### config.mk
export PLATFORM = sky130hd
export DESIGN_NAME = counter_readout_flat
export DESIGN_NICKNAME = d
export VERILOG_FILES = /design/src/rtl/counter_readout_if.sv /design/src/rtl/counter_readout.sv /design/src/flat_wrapper.sv
export SDC_FILE = /design/constraint.sdc
export NUM_CORES = 1
export LEC_CHECK = 0
export CAP_MARGIN = 20
export CORE_ASPECT_RATIO = 0.5
export CORE_MARGIN = 2
export CORE_UTILIZATION = 52
export DETAILED_ROUTE_END_ITERATION = 10
export PLACE_DENSITY = 0.82
export SKIP_CTS_REPAIR_TIMING = 1
export SYNTH_ARGS = -nofsm -noshare
export SYNTH_HDL_FRONTEND = slang
export SYNTH_SLANG_ARGS = --single-unit
### constraint.sdc
create_clock -name clk -period 2.7 [get_ports clk]
set_input_delay 0.405 -clock clk [delete_from_list [all_inputs] [get_ports clk]]
set_output_delay 0.405 -clock clk [all_outputs]
set_load 0.03 [all_outputs]
### src/rtl/counter_readout_if.sv
// counter_readout_if: byte stream toward the host link (valid/ready handshake).
// The master drives data/valid and the slave drives ready.
interface counter_readout_if;
    logic [7:0] out_data;
    logic       out_valid;
    logic       out_ready;

    modport master (output out_data, output out_valid, input out_ready);
    modport slave  (input out_data, input out_valid, output out_ready);
endinterface

### src/rtl/counter_readout.sv
// counter_readout: snapshots the counter bank on capture, pulses counter_clear, and streams the frame.
// Define CNT_READOUT_CHECKSUM_EN to append a CHECK byte (XOR of all preceding frame bytes).
module counter_readout #(
    parameter int unsigned NUM_COUNTERS = 4,
    parameter int unsigned RESOLUTION   = 64,
    parameter logic [7:0]  HEADER_BYTE  = 8'hA5
) (
    input  logic                               clk,
    input  logic                               reset,
    input  logic                               capture,
    input  logic [NUM_COUNTERS*RESOLUTION-1:0] counters_in,
    input  logic [NUM_COUNTERS-1:0]            overflow_in,
    output logic                               counter_clear,
    counter_readout_if.master                  out_if,
    output logic                               busy
);
    localparam int unsigned NB = RESOLUTION / 8;
    localparam int unsigned CW = (NUM_COUNTERS > 1) ? $clog2(NUM_COUNTERS) : 1;
    localparam int unsigned BW = (NB > 1) ? $clog2(NB) : 1;
    localparam logic [CW-1:0] LAST_CH   = CW'(NUM_COUNTERS - 1);
    localparam logic [BW-1:0] LAST_BYTE = BW'(NB - 1);

`ifdef CNT_READOUT_CHECKSUM_EN
    typedef enum logic [2:0] {IDLE, HEADER, FLAGS, DATA, CHECK} state_t;
`else
    typedef enum logic [1:0] {IDLE, HEADER, FLAGS, DATA} state_t;
`endif

    state_t                             state_q, state_d;
    logic [NUM_COUNTERS*RESOLUTION-1:0] snap_val_q, snap_val_d;
    logic [NUM_COUNTERS-1:0]            snap_ovf_q, snap_ovf_d;
    logic                               dropped_q, dropped_d;
    logic                               frame_drop_q, frame_drop_d;
    logic                               clear_q, clear_d;
    logic [CW-1:0]                      ch_q, ch_d;
    logic [BW-1:0]                      byte_q, byte_d;
`ifdef CNT_READOUT_CHECKSUM_EN
    logic [7:0]                         csum_q, csum_d;
`endif
    logic [RESOLUTION-1:0]              chan_word;
    logic                               chan_ovf;
    logic [7:0]                         data_byte;
    logic [7:0]                         tx_byte;
    logic                               valid;
    logic                               xfer;

    assign valid             = (state_q != IDLE);
    assign xfer              = valid && out_if.out_ready;
    assign out_if.out_valid  = valid;
    assign out_if.out_data   = tx_byte;
    assign busy              = valid;
    assign counter_clear     = clear_q;

    always_comb begin
        chan_word = '0;
        chan_ovf  = 1'b0;
        for (int unsigned i = 0; i < NUM_COUNTERS; i++) begin
            if (ch_q == CW'(i)) begin
                chan_word = snap_val_q[i*RESOLUTION +: RESOLUTION];
                chan_ovf  = snap_ovf_q[i];
            end
        end
        // byte index 0 is the most significant byte of the channel word
        data_byte = '0;
        for (int unsigned j = 0; j < NB; j++) begin
            if (byte_q == BW'(j)) data_byte = chan_word[(NB-1-j)*8 +: 8];
        end
    end

    always_comb begin
        tx_byte = '0;
        case (state_q)
            HEADER:  tx_byte = HEADER_BYTE;
            FLAGS:   tx_byte = {6'(ch_q), frame_drop_q, chan_ovf};
            DATA:    tx_byte = data_byte;
`ifdef CNT_READOUT_CHECKSUM_EN
            CHECK:   tx_byte = csum_q;
`endif
            default: tx_byte = '0;
        endcase
    end

    always_comb begin
        state_d      = state_q;
        snap_val_d   = snap_val_q;
        snap_ovf_d   = snap_ovf_q;
        dropped_d    = dropped_q;
        frame_drop_d = frame_drop_q;
        clear_d      = 1'b0;
        ch_d         = ch_q;
        byte_d       = byte_q;
`ifdef CNT_READOUT_CHECKSUM_EN
        csum_d       = xfer ? (csum_q ^ tx_byte) : csum_q;
`endif
        case (state_q)
            IDLE: begin
                if (capture) begin
                    state_d      = HEADER;
                    snap_val_d   = counters_in;
                    snap_ovf_d   = overflow_in;
                    frame_drop_d = dropped_q;
                    dropped_d    = 1'b0;
                    clear_d      = 1'b1;
                    ch_d         = '0;
                    byte_d       = '0;
`ifdef CNT_READOUT_CHECKSUM_EN
                    csum_d       = '0;
`endif
                end
            end
            HEADER: if (xfer) state_d = FLAGS;
            FLAGS: begin
                if (xfer) begin
                    state_d = DATA;
                    byte_d  = '0;
                end
            end
            DATA: begin
                if (xfer) begin
                    if (byte_q == LAST_BYTE) begin
                        byte_d = '0;
                        if (ch_q == LAST_CH) begin
`ifdef CNT_READOUT_CHECKSUM_EN
                            state_d = CHECK;
`else
                            state_d = IDLE;
`endif
                        end else begin
                            ch_d    = ch_q + 1'b1;
                            state_d = FLAGS;
                        end
                    end else begin
                        byte_d = byte_q + 1'b1;
                    end
                end
            end
`ifdef CNT_READOUT_CHECKSUM_EN
            CHECK: if (xfer) state_d = IDLE;
`endif
            default: state_d = IDLE;
        endcase
        // a capture that cannot be serviced is remembered for the next frame
        if (capture && valid) dropped_d = 1'b1;
    end

    always_ff @(posedge clk or negedge reset) begin
        if (!reset) begin
            state_q      <= IDLE;
            snap_val_q   <= '0;
            snap_ovf_q   <= '0;
            dropped_q    <= 1'b0;
            frame_drop_q <= 1'b0;
            clear_q      <= 1'b0;
            ch_q         <= '0;
            byte_q       <= '0;
`ifdef CNT_READOUT_CHECKSUM_EN
            csum_q       <= '0;
`endif
        end else begin
            state_q      <= state_d;
            snap_val_q   <= snap_val_d;
            snap_ovf_q   <= snap_ovf_d;
            dropped_q    <= dropped_d;
            frame_drop_q <= frame_drop_d;
            clear_q      <= clear_d;
            ch_q         <= ch_d;
            byte_q       <= byte_d;
`ifdef CNT_READOUT_CHECKSUM_EN
            csum_q       <= csum_d;
`endif
        end
    end
endmodule

### src/flat_wrapper.sv
// flat-port wrapper written by rule: the top's interface ports become plain ports
module counter_readout_flat 
#(
    parameter int unsigned NUM_COUNTERS = 4,
    parameter int unsigned RESOLUTION   = 64,
    parameter logic [7:0]  HEADER_BYTE  = 8'hA5
)
  (clk, reset, capture, counters_in, overflow_in, counter_clear, busy, out_if_out_data, out_if_out_valid, out_if_out_ready);
  counter_readout_if out_if_i ();
  input  logic clk;
  input  logic reset;
  input  logic capture;
  input  logic [NUM_COUNTERS*RESOLUTION-1:0] counters_in;
  input  logic [NUM_COUNTERS-1:0] overflow_in;
  output logic counter_clear;
  output logic busy;
  output wire logic [$bits(out_if_i.out_data)-1:0] out_if_out_data;
  output wire logic [$bits(out_if_i.out_valid)-1:0] out_if_out_valid;
  input wire logic [$bits(out_if_i.out_ready)-1:0] out_if_out_ready;
  assign out_if_out_data = out_if_i.out_data;
  assign out_if_out_valid = out_if_i.out_valid;
  assign out_if_i.out_ready = out_if_out_ready;
  counter_readout #(.NUM_COUNTERS(NUM_COUNTERS), .RESOLUTION(RESOLUTION), .HEADER_BYTE(HEADER_BYTE)) u_core (.clk(clk), .reset(reset), .capture(capture), .counters_in(counters_in), .overflow_in(overflow_in), .counter_clear(counter_clear), .out_if(out_if_i), .busy(busy));
endmodule
# After elaboration in Yosys (flattened, before gate mapping)

Cells that the tools add are included.

Reduce and logical (&&, ||, !) cells: 15
Multiplexer cells: 39
Add/sub/neg operators: 2
Equality and inequality tests: 19

Operator list:

| operator                                             | number |
|---|---|
| two-way mux 64 bit                                   | 4 |
| two-way mux 8 bit                                    | 8 |
| case mux 8 bit (3 select lines)                      | 1 |
| two-way mux 2 bit                                    | 10 |
| equality test 3 bit (second input constant)          | 4 |
| two-way mux 3 bit                                    | 4 |
| AND reduction 5 bit                                  | 2 |
| two-way mux 1 bit                                    | 9 |
| case mux 3 bit (3 select lines)                      | 1 |
| equality test 2 bit (second input constant)          | 4 |
| != test 2 x 1 -> 1 bit (second input constant)       | 4 |
| case mux 2 bit (4 select lines)                      | 1 |
| nonzero test 2 bit                                   | 4 |
| equality test 3 x 2 -> 1 bit (second input constant) | 2 |
| equality test 2 x 1 -> 1 bit (second input constant) | 2 |
| logical NOT 2 bit                                    | 2 |
| != test 2 bit (second input constant)                | 2 |
| case mux 2 bit (2 select lines)                      | 1 |
| AND reduction 2 bit                                  | 2 |
| AND reduction 4 bit                                  | 1 |
| adder 3 x 1 -> 3 bit (second input constant)         | 1 |
| equality test 3 x 1 -> 1 bit (second input constant) | 1 |
| logical NOT 3 bit                                    | 1 |
| nonzero test 3 bit                                   | 1 |
| 2 further kinds                                      | 3 |

Input port bits: 264
Output and inout port bits: 11
Register bits after elaboration: 270
Word-level logic and storage cells: 83

# Depth between registers and ports, before layout

Word-level depth: 14
Mapped depth: 11
Mapped depth without buffers: 8

# Least setup slack after synthesis

Ideal clock, no wire load.

Path type: flip-flop to output port
From: reg u_core.byte_q[0]
To: out out_if_out_data[4]
Data required time: 2.295 ns
Setup slack: -0.250 ns
Data arrival time: 2.545 ns
Cell stages (with the launch flop): 8
Path buffers: 0
Cells stage by stage: dfrtp_1 > inv_1 > ha_1 > nor4b_2 > o2111ai_1 > o2111ai_1 > a221oi_1 > o41ai_1

Cells in the longest elaborated chain, start to end: 10
Elaborated cells between the ends (all ways): 17
Classes of those cells: eq/ne: 7; mux: 9; reduce/logical: 1

Ends and longest elaborated chain:

| what                                | RTL line               | source |
|---|---|---|
| start: declaration                  | counter_readout.sv:36  | `logic [BW-1:0] byte_q, byte_d;` |
| start signal: assignment            | counter_readout.sv:167 | `byte_q <= byte_d;` |
| logical NOT 3 bit                   | counter_readout.sv:66  | `if (byte_q == BW'(j)) data_byte = chan_word[(NB-1-j)*8 +: 8];` |
| two-way mux 8 bit (7 in series)     | counter_readout.sv:66  |  |
| two-way mux 8 bit (*)               | counter_readout.sv:66  |  |
| case mux 8 bit (3 select lines) (*) | counter_readout.sv:72  | `case (state_q)` |
| end: declaration                    | flat_wrapper.sv:17     | `output wire logic [$bits(out_if_i.out_data)-1:0] out_if_out_data;` |

Every way passes the cells marked *; elsewhere a longest branch is shown, timed or not.

# Final worst setup path

From: reg u_core.ch_q[1]
To: out out_if_out_data[7]

Cells in the longest elaborated chain, start to end: 14
Elaborated cells between the ends (all ways): 17
Classes of those cells: eq/ne: 3; mux: 13; reduce/logical: 1

Ends and longest elaborated chain:

| what                                | RTL line               | source |
|---|---|---|
| start: declaration                  | counter_readout.sv:35  | `logic [CW-1:0] ch_q, ch_d;` |
| start signal: assignment            | counter_readout.sv:166 | `ch_q <= ch_d;` |
| logical NOT 2 bit                   | counter_readout.sv:58  | `if (ch_q == CW'(i)) begin` |
| two-way mux 64 bit (3 in series)    | counter_readout.sv:58  |  |
| two-way mux 64 bit (*)              | counter_readout.sv:58  |  |
| two-way mux 8 bit (7 in series)     | counter_readout.sv:66  |  |
| two-way mux 8 bit (*)               | counter_readout.sv:66  |  |
| case mux 8 bit (3 select lines) (*) | counter_readout.sv:72  |  |

Marked as above.

==> results.py <==
metrics = {
    "status": {
        "status": "complete, but fails checks",
        "violations": "negative setup slack",
    },
    "synthesis": {
        "yosys-top-cells-area": "dfrtp_1 (52%), mux2_2 (20%), a21oi_1 (4.1%)",
        "avgSynthCellArea_um2": 11.35,
        "ys_ff_latch": 270,
        "yosysTopAreaCell": "dfrtp_1",
        "syn_inst": 1153,
        "netlist_area_um2": 13090,
        "ys_warn_count": 0,
        "synth_cell_types": 57,
        "synth_edf_count": 0,
        "ys_seq_area_share_pct": 51.63,
        "synth_nets": 1427,
        "ys.flop_type": "dfrtp_1",
        "synth.top_cell.area_share_pct": 51.63,
        "ys_async_sr_fraction_pct": 100.0,
    },
    "sta": {
        "worst_slack_ps": -839.4,
        "rsz0062_at_grt": "yes",
        "fin_worst_skew_ps": 10.32,
        "maxSlewHeadroom_pct": 61.34,
        "fin_crit_sh_pct": 131.1,
        "min_period_ps": 3539,
        "final-hold-violation-count": 0,
        "drv_slew": 0,
        "max_freq_mhz": 282.5,
        "setup_viol": 8,
        "worst_slew_pin_slew_ps": 579.8,
    },
    "place": {
        "port_buffers": 274,
        "placedInstanceArea_um2": 16810,
        "dp_worst_setup_slack_ps": -457.7,
        "dp.cells": 1790,
        "gp_congestion": 1.027,
        "hpwlAfterDp_mm": 31.52,
    },
    "pwr": {
        "leakage_nw": 7.571,
        "power_density_nw_per_um2": 1048,
        "power_mw": 19.13,
        "peakVddDrop_uv": 497.5,
    },
    "worst_setup_path": {
        "arrival_ps": 3130,
        "worstPathRequired_ps": 2300,
        "crit_start": "u_core.ch_q[1]$_DFFE_PN0P_",
        "cp_top_family": "compound AO/OA/AOI/OAI gates",
        "crit_type": "reg2out",
        "path_max_fanout": 7,
        "critPathCaptureType": "primary output",
        "path_cells": "inv_4, ha_4, buf_8, clkbuf_16, a21oi_2, a221oi_2, a211oi_2, a2111oi_2, nand2_1, a31oi_4, buf_6, buf_12",
        "critPathMaxStageDelay_ps": 440,
        "critPathSlowestCell": "dfrtp_2",
        "timing.rr.end": "u_core.ch_q[1]$_DFFE_PN0P_",
        "reg2reg_depth": 9,
        "start_kind": "flop",
        "path_buf_inv": 5,
        "ff2ff_setup_slack_ps": 480,
        "rr_startpoint": "u_core.byte_q[1]$_DFFE_PN0P_",
    },
    "global_route": {
        "antenna_found_initial": 1,
        "grt_use_total_pct": 31.01,
        "met2_usage_pct": 53.54,
        "use_met1_pct": 39.48,
        "first_global_vias": 10970,
        "gr-total-overflow": 0,
        "grt-busiest-layer": "met2",
        "grt_util_met3_pct": 8.276,
        "grt_pass1_wl_mm": 62.61,
        "grt_max_degree": 69,
    },
    "clock_network": {
        "cts_tree": "yes",
        "cts_buffers": 24,
        "h-tree-depth": 1,
        "cts-root-buf": "clkbuf_16",
        "clockBufferDepth": 3,
        "clock-sinks": 270,
        "clock_latency_ps": 540,
        "clkTransAtPathRegs_ps": 70,
    },
    "job": {
        "maxCapViolCount": 0,
    },
    "cells_and_area": {
        "fin_util_pct": 74.88,
        "final-instance-count-excl-fill": 1861,
        "fin_nets": 1781,
        "final_cell_area_um2": 18250,
        "syn2layout_area_growth_pct": 39.46,
        "fill_cells": 1558,
        "seq_area_um2": 6759,
        "drive_above_1_share_pct": 32.35,
        "multi_input_area_um2": 5983,
    },
    "route": {
        "wl_mm": 42.86,
        "drt_pass1_iterations": 6,
        "route.vias.total": 10810,
        "final_antenna_net_count": 0,
        "drc": 0,
        "wl_per_cell_um": 23.03,
        "drt_iter0_drc": 1262,
        "routed_via_density": 5.811,
    },
    "floorplanning": {
        "rows": 40,
        "die-height_um": 116.2,
        "core_um2": 24370,
        "io_pins": 275,
        "fp.dieW_um": 228.4,
        "start_util_pct": 53.70,
        "die-area_um2": 26530,
    },
    "min_path": {
        "hold_path_class": "in2async",
    },
}
## logic make-up after synthesis
group / count (synthesis) / synth area share [%]
AO/OA/AOI/OAI: 288 / 13.20
buffers and inverters: 126 / 5.249
flip-flops: 270 / 51.63
multiplexers: 236 / 20.30
adder cells (fa/ha/maj): 10 / 0.9560
AND/OR/NAND/NOR: 223 / 8.671
## metal layers
metal / up-vias / wire (um) / part of all wire [%]
met2: 468 / 20730 / 48
li1: 4847 / - / -
met4: 0 / 1156 / 2.7
met1: 5406 / 17540 / 41
met3: 93 / 3440 / 8.0
met5: - / 0 / 0
## layout by cell type (no fill, tap or decap), drive strengths merged, types with 17 or more instances in the layout
master / instances
o21ai: 85
dfrtp: 270
a221oi: 17
o211ai: 17
nand3b: 27
clkdlybuf4s50: 265
a21oi: 106
inv: 35
clkbuf: 37
mux2: 235
nand2: 119
buf: 151
nand2b: 19
## power breakdown
group	switching, mW	leakage [nW]	internal (mW)
Sequential	1.38	3.23	6.09
Combinational	3.90	3.95	4.19
Clock	1.55	0.394	2.03
Total	6.82	7.57	12.3
## cells in the mapped netlist (4+ instances only)
cell type  number
nand2b_1       19
mux2_2        235
ha_1           10
nor2_1         13
a31oi_1        12
inv_1          35
a22oi_1        16
a211oi_1        7
nand2_1       119
o21ai_0        85
buf_2          54
buf_6           6
and2_2          4
a221oi_1       17
a21oi_1       106
nand3b_1       27
clkbuf_8        7
dfrtp_1       270
clkbuf_1       17
nand3_1        12
o2111ai_1      10
buf_4           4
o211ai_1       17
## worst max path at each step
| stage | end | slack [ps] | depth (start not counted) |
|---|---|---|---|
| finish | out_if_out_data[7] | -840 | 12 |
| global route | out_if_out_data[7] | -890 | 12 |
| detailed placement | out_if_out_data[7] | -460 | 9 |
| CTS | out_if_out_data[7] | -1050 | 9 |
| global placement | out_if_out_data[7] | -460 | 9 |
| floorplan | out_if_out_data[5] | 20 | 11 |
## layout make-up
type,count,area share [%]
tap,336,2.303
clock buffer,35,3.908
multi-input combinational,757,32.78
timing repair buffer,419,22.69
antenna,1,0.01371
sequential,270,37.03
inverter,35,0.7472
clock inverter,8,0.5210
## state kept, by name, summed over array words and instances, names as in the netlist
name and cells:
u_core.frame_drop_q 1, u_core.snap_ovf_q 4, u_core.counter_clear 1, u_core.snap_val_q 256, u_core.state_q 2, u_core.byte_q 3, u_core.ch_q 2, u_core.dropped_q 1
## metrics by stage
| stage | hold slack, ps | TNS, ps |
|---|---|---|
| after global placement | 396.4 | -2112 |
| after detailed placement | 400.6 | -2539 |
| after global routing | 434.5 | -6653 |
| final | 415.9 | -6194 |
| after floorplan | 109.4 | 0 |
| after CTS | -162.1 | -7227 |
No activity file was read; power rests on OpenSTA's default activity.
